## config.mk

```make
export PLATFORM = sky130hd
export DESIGN_NAME = delay_feed
export DESIGN_NICKNAME = d
export VERILOG_FILES = /design/src/rtl/delay_feed.sv
export SDC_FILE = /design/constraint.sdc
export NUM_CORES = 1
export LEC_CHECK = 0
export ABC_CLOCK_PERIOD_IN_PS = 6800
export BUFFER_PORTS_ARGS = -buffer_cell sky130_fd_sc_hd__buf_2
export CAP_MARGIN = 40
export CORE_MARGIN = 3
export CORE_UTILIZATION = 50
export CTS_BUF_LIST = sky130_fd_sc_hd__clkbuf_4 sky130_fd_sc_hd__clkbuf_8
export DETAILED_ROUTE_END_ITERATION = 8
export PLACE_DENSITY_LB_ADDON = 0.08
export SLEW_MARGIN = 30
export SYNTH_ARGS = -nofsm -noshare
export SYNTH_HDL_FRONTEND = slang
export SYNTH_SLANG_ARGS = --single-unit
```

## constraint.sdc

```tcl
create_clock -name clk -period 6.8 [get_ports clk]
set_input_delay 1.36 -clock clk [delete_from_list [all_inputs] [get_ports clk]]
set_output_delay 1.36 -clock clk [all_outputs]
set_load 0.02 [all_outputs]
```

## src/rtl/delay_feed.sv

```systemverilog
// delay_feed: write-side feeder for the 32-slot DELAY channel-state shift register.
//
// The DELAY block is a plain shift register. This module keeps a slot counter
// aligned with the channel that DELAY is presenting on Y_in, and drives X every
// cycle:
//   - by default it recirculates Y_in, so every channel keeps its state;
//   - when a held update's channel comes round, it writes the update instead;
//   - during a clear sweep, or in reset, it writes RSTVAL.
// Updates arrive from the shared datapath through a one-entry hold register
// with a valid/ready handshake.
//
// Ports:
//   clk, reset                  clock, synchronous active-high reset
//   scan_in0..4, scan_enable,
//   test_mode                   DFT hooks, functionally unused
//   scan_out0..4                DFT scan outputs, tied to 0
//   fs                          frame sync, realigns slot to 0 on the next cycle
//   Y_in                        DELAY output for the current slot's channel
//   X                           DELAY input
//   slot                        current channel slot
//   upd_valid/upd_chan/upd_data update request from the datapath
//   upd_ready                   update accepted when upd_valid && upd_ready
//   clr_req                     start a full clear sweep
//   clr_busy                    clear sweep in progress
//   wr_pulse/wr_chan            held update written into X this cycle, and its channel
module delay_feed #(
    parameter int              SIZE   = 16,
    parameter logic [SIZE-1:0] RSTVAL = '0,
    parameter int              NCHAN  = 32
) (
    input  logic            clk,
    input  logic            reset,
    input  logic            scan_in0,
    input  logic            scan_in1,
    input  logic            scan_in2,
    input  logic            scan_in3,
    input  logic            scan_in4,
    input  logic            scan_enable,
    input  logic            test_mode,
    output logic            scan_out0,
    output logic            scan_out1,
    output logic            scan_out2,
    output logic            scan_out3,
    output logic            scan_out4,
    input  logic            fs,
    input  logic [SIZE-1:0] Y_in,
    output logic [SIZE-1:0] X,
    output logic [4:0]      slot,
    input  logic            upd_valid,
    input  logic [4:0]      upd_chan,
    input  logic [SIZE-1:0] upd_data,
    output logic            upd_ready,
    input  logic            clr_req,
    output logic            clr_busy,
    output logic            wr_pulse,
    output logic [4:0]      wr_chan
);

    localparam logic [4:0] LAST_SLOT = 5'(NCHAN - 1);

    logic [4:0]      slot_q;
    logic            hold_valid_q;
    logic [4:0]      hold_chan_q;
    logic [SIZE-1:0] hold_data_q;
    logic            clr_busy_q;
    logic [4:0]      clr_cnt_q;

    logic            write_now;
    logic            accept;
    logic            unused_dft;

    // Scan hooks are stitched in at DFT insertion; the RTL only ties them off.
    assign unused_dft = ^{scan_in0, scan_in1, scan_in2, scan_in3, scan_in4,
                          scan_enable, test_mode};
    assign scan_out0  = 1'b0;
    assign scan_out1  = 1'b0;
    assign scan_out2  = 1'b0;
    assign scan_out3  = 1'b0;
    assign scan_out4  = 1'b0;

    // The held entry is written only on its own slot and never during a clear
    // sweep; a sweep simply defers it until the slot comes round again.
    assign write_now = hold_valid_q && (hold_chan_q == slot_q) && !clr_busy_q;
    // The hold register can take a new entry in the same cycle its old entry
    // leaves for X.
    assign upd_ready = !reset && (!hold_valid_q || write_now);
    assign accept    = upd_valid && upd_ready;

    assign slot      = slot_q;
    assign clr_busy  = clr_busy_q;
    assign wr_pulse  = write_now && !reset;
    assign wr_chan   = hold_chan_q;

    always_comb begin
        X = Y_in;
        if (reset || clr_busy_q) begin
            X = RSTVAL;
        end else if (write_now) begin
            X = hold_data_q;
        end
    end

    // Control state: slot counter, hold-valid flag, clear sweep.
    always_ff @(posedge clk) begin
        if (reset) begin
            slot_q       <= '0;
            hold_valid_q <= 1'b0;
            clr_busy_q   <= 1'b0;
            clr_cnt_q    <= '0;
        end else begin
            if (fs || slot_q == LAST_SLOT) begin
                slot_q <= '0;
            end else begin
                slot_q <= slot_q + 5'd1;
            end

            if (accept) begin
                hold_valid_q <= 1'b1;
            end else if (write_now) begin
                hold_valid_q <= 1'b0;
            end

            // The sweep counts its own cycles rather than slots, so an fs
            // mid-sweep cannot shorten or lengthen it: exactly NCHAN cycles
            // of RSTVAL go into DELAY.
            if (!clr_busy_q) begin
                if (clr_req) begin
                    clr_busy_q <= 1'b1;
                    clr_cnt_q  <= '0;
                end
            end else begin
                clr_cnt_q <= clr_cnt_q + 5'd1;
                if (clr_cnt_q == LAST_SLOT) begin
                    clr_busy_q <= 1'b0;
                end
            end
        end
    end

    // Hold payload carries no reset; it is qualified by hold_valid_q.
    always_ff @(posedge clk) begin
        if (accept) begin
            hold_chan_q <= upd_chan;
            hold_data_q <= upd_data;
        end
    end

endmodule
```

==> results.sh <==
export IMPL_slew_headroom_pct=51.8
export IMPL_die_w_um=62.2
export IMPL_rr_startpoint="wr_chan[4]"
export IMPL_clock_fmax_mhz=243
export IMPL_initial_utilization_pct=54.8
export IMPL_hold_buffers=0
export IMPL_worstPathCellList="buf_2 -> nor2_2 -> buf_6 -> nand2_1 -> mux2i_1 -> buf_2"
export IMPL_syn_area_um2=1580
export IMPL_fin_crit_ns=4.12
export IMPL_crit_start="reset"
export IMPL_die_h_um=62.2
export IMPL_antenna_found_initial=0
export IMPL_area_growth_syn_to_layout_pct=27.7
export IMPL_slowest_delay_ns=0.59
export IMPL_dp_hpwl_um=2610
export IMPL_path_max_fanout=19
export IMPL_use_met3_pct=5.05
export IMPL_grt_first_pass_wirelength_um=5710
export IMPL_tns_ns=0
export IMPL_ys_ff_latch=33
export IMPL_leakage_nw=1.04
export IMPL_cts_resized_gates=0
export IMPL_cts_root_buf="clkbuf_4"
export IMPL_synth_avg_cell_area_um2=11.0
export IMPL_cts_buffers=5
export IMPL_grt_start_max_net_pins=22
export IMPL_drt_drc_violations_left=0
export IMPL_p_per_area_nw_per_um2=196
export IMPL_overflow=0
export IMPL_endpoint="X[6]"
export IMPL_worst_slew_pin_slew_ns=0.722
export IMPL_status="completed"
export IMPL_grt_busiest_layer="met2"
export IMPL_antenna_left=0
export IMPL_drive_above_1_share_pct=39.2
export IMPL_start_kind="input pin"
export IMPL_avgRoutedWirePerCell_um=13.0
export IMPL_gp_congestion=0.702
export IMPL_clockBufferDepth=2
export IMPL_vias=1296
export IMPL_post_cts_buffers=0
export IMPL_met2_usage_pct=33.6
export IMPL_yosysWarnings=0
export IMPL_rrSetupSlack_ns=4.83
export IMPL_min_path_type="reg -> reg"
export IMPL_fp_coreArea_um2=2880
export IMPL_clock_skew_final_ns=0.00655
export IMPL_maxSlewViolCount=0
export IMPL_cp_end_kind="output port"
export IMPL_synth_area_leader_cell="edfxtp_1"
export IMPL_wirelength_um=3370
export IMPL_final_common_cell="buf_2"
export IMPL_cts_htree_levels=2
export IMPL_synth_cell_types=30
export IMPL_final_cell_mix="buf_2, nand2_1, edfxtp_1"
export IMPL_reg2reg_depth=5
export IMPL_fin_crit_sh_pct=60.5
export IMPL_viasPerCell=5.00
export IMPL_cp_top_family="simple AND/OR/NAND/NOR gates"
export IMPL_cp_num_buf_inv=3
export IMPL_drt_pass1_iter_count=4
export IMPL_fin_area_um2=2010
export IMPL_critPathKind="in -> out"
export IMPL_gr_usage_all_layers_pct=18.4
export IMPL_synthDominantCellAreaShare_pct=40.0
export IMPL_hold_viol=0
export IMPL_grt_pass1_vias=1349
export IMPL_cts_sinks=33
export IMPL_met1_usage_pct=19.0
export IMPL_synthCells=144
export IMPL_required_ns=5.44
export IMPL_cts_tree="built"
export IMPL_dieArea_um2=3870
export IMPL_placed_area_um2=1950
export IMPL_port_buffers=70
export IMPL_crit_path_top_delay_cell="nor2_2"
export IMPL_initialDrtViolationCount=37
export IMPL_num_nets_final=269
export IMPL_crit_cells=6
export IMPL_rsz0062_at_grt="no"
export IMPL_cap_violations=0
export IMPL_synthTopCellsByArea="edfxtp_1, dfxtp_1, mux2i_1"
export IMPL_setup_viol=0
export IMPL_clk_latency_ns=0.32
export IMPL_antenna_diode_count=0
export IMPL_ys_seq_area_share_pct=55.2
export IMPL_crit_top_cell="buf_2"
export IMPL_clk_pin_slew_worst_paths_ns=0.10
export IMPL_cp_arrival_ns=2.76
export IMPL_irDropWorstVdd_mv=0.147
export IMPL_reg2reg_to="hold_data_q[10]"
export IMPL_rows=19
export IMPL_num_io_pins=83
-- cell usage after synthesis (all sizes together) --
cell type,number
nand2,33
edfxtp,21
mux2i,17
dfxtp,12
nor2,10
buf,7
a21oi,6
xor2,6
clkbuf,4
ha,4
nor3b,3
and2,2
and3,2
nand3,2
nor3,2
o21ai,2
a211oi,1
a21bo,1
a41oi,1
conb,1
inv,1
nand2b,1
nand3b,1
nor2b,1
nor4,1
or3,1
xnor2,1
-- area by class of cell --
cell class	instances	area, µm²
Sequential cell	33	871
Fill cell	230	862
Multi-Input combinational cell	103	658
Timing Repair Buffer	72	369
Clock buffer	8	60.1
Tap cell	42	52.6
Inverter	1	3.75
-- routing by layer --
| layer | share of wire (%) | vias up |
|---|---|---|
| met2 | 52 | 57 |
| met1 | 38 | 595 |
| met5 | 0 | - |
| li1 | - | 632 |
| met4 | 2.7 | 0 |
| met3 | 7.4 | 12 |
-- power by group --
part / total (mW) / switching [mW] / internal, mW
combinational: 0.0561 / 0.0336 / 0.0225
clock: 0.114 / 0.0606 / 0.0532
sequential: 0.226 / 0.00502 / 0.221
-- stage by stage --
| stage | power, mW | instances | setup WS (ns) | hold slack (ns) | utilization (%) |
|---|---|---|---|---|---|
| after floorplan | 0.264 | 148 | 3.15 | 0.479 | - |
| final | 0.395 | 259 | 2.68 | 0.502 | 70.0 |
| after CTS | 0.400 | 259 | 2.67 | 0.501 | 70.0 |
| after global routing | 0.417 | 259 | 2.51 | 0.554 | 70.0 |
| after detailed placement | 0.287 | 251 | 2.67 | 0.477 | 67.9 |
| after global placement | 0.283 | 250 | 2.59 | 0.471 | 67.6 |
-- state kept, by name (all words and copies together), names as in the netlist --
| register | count |
|---|---|
| clr_busy | 1 |
| clr_cnt_q | 5 |
| wr_chan | 5 |
| hold_valid_q | 1 |
| slot | 5 |
| hold_data_q | 16 |
-- worst min path at each step --
stage              endpoint         start  slack (ns)  depth (start not counted)
3_5_place_dp        slot[0]       slot[0]        0.48                          1
4_1_cts             slot[0]       slot[0]        0.50                          1
6_report            slot[0]       slot[0]        0.50                          1
5_1_grt             slot[0]       slot[0]        0.55                          1
3_3_place_gp        slot[0]       slot[0]        0.47                          1
2_1_floorplan  clr_cnt_q[2]  clr_cnt_q[2]        0.48                          2
-- cell families (layout without fill, tap and decap cells) --
logic type,after synthesis,count (layout),synth area share [%]
xor+xnor,7,7,3.89
other cells,1,5,0.238
flops,33,33,55.2
fa+ha+maj,4,4,3.17
simple gates,59,59,18.0
mux,17,17,10.8
compound gates,11,11,4.20
buf+inv,12,81,4.52
-- worst reg2reg max path, delay by kind of cell (launching register included) --
kind                   cells  cell delay (ns)
XOR/XNOR                   1             0.21
buffers and inverters      1             0.30
flip-flops                 1             0.43
AND/OR/NAND/NOR            2             0.53
AO/OA/AOI/OAI              1             0.19
(Power assumes the default switching activity.)
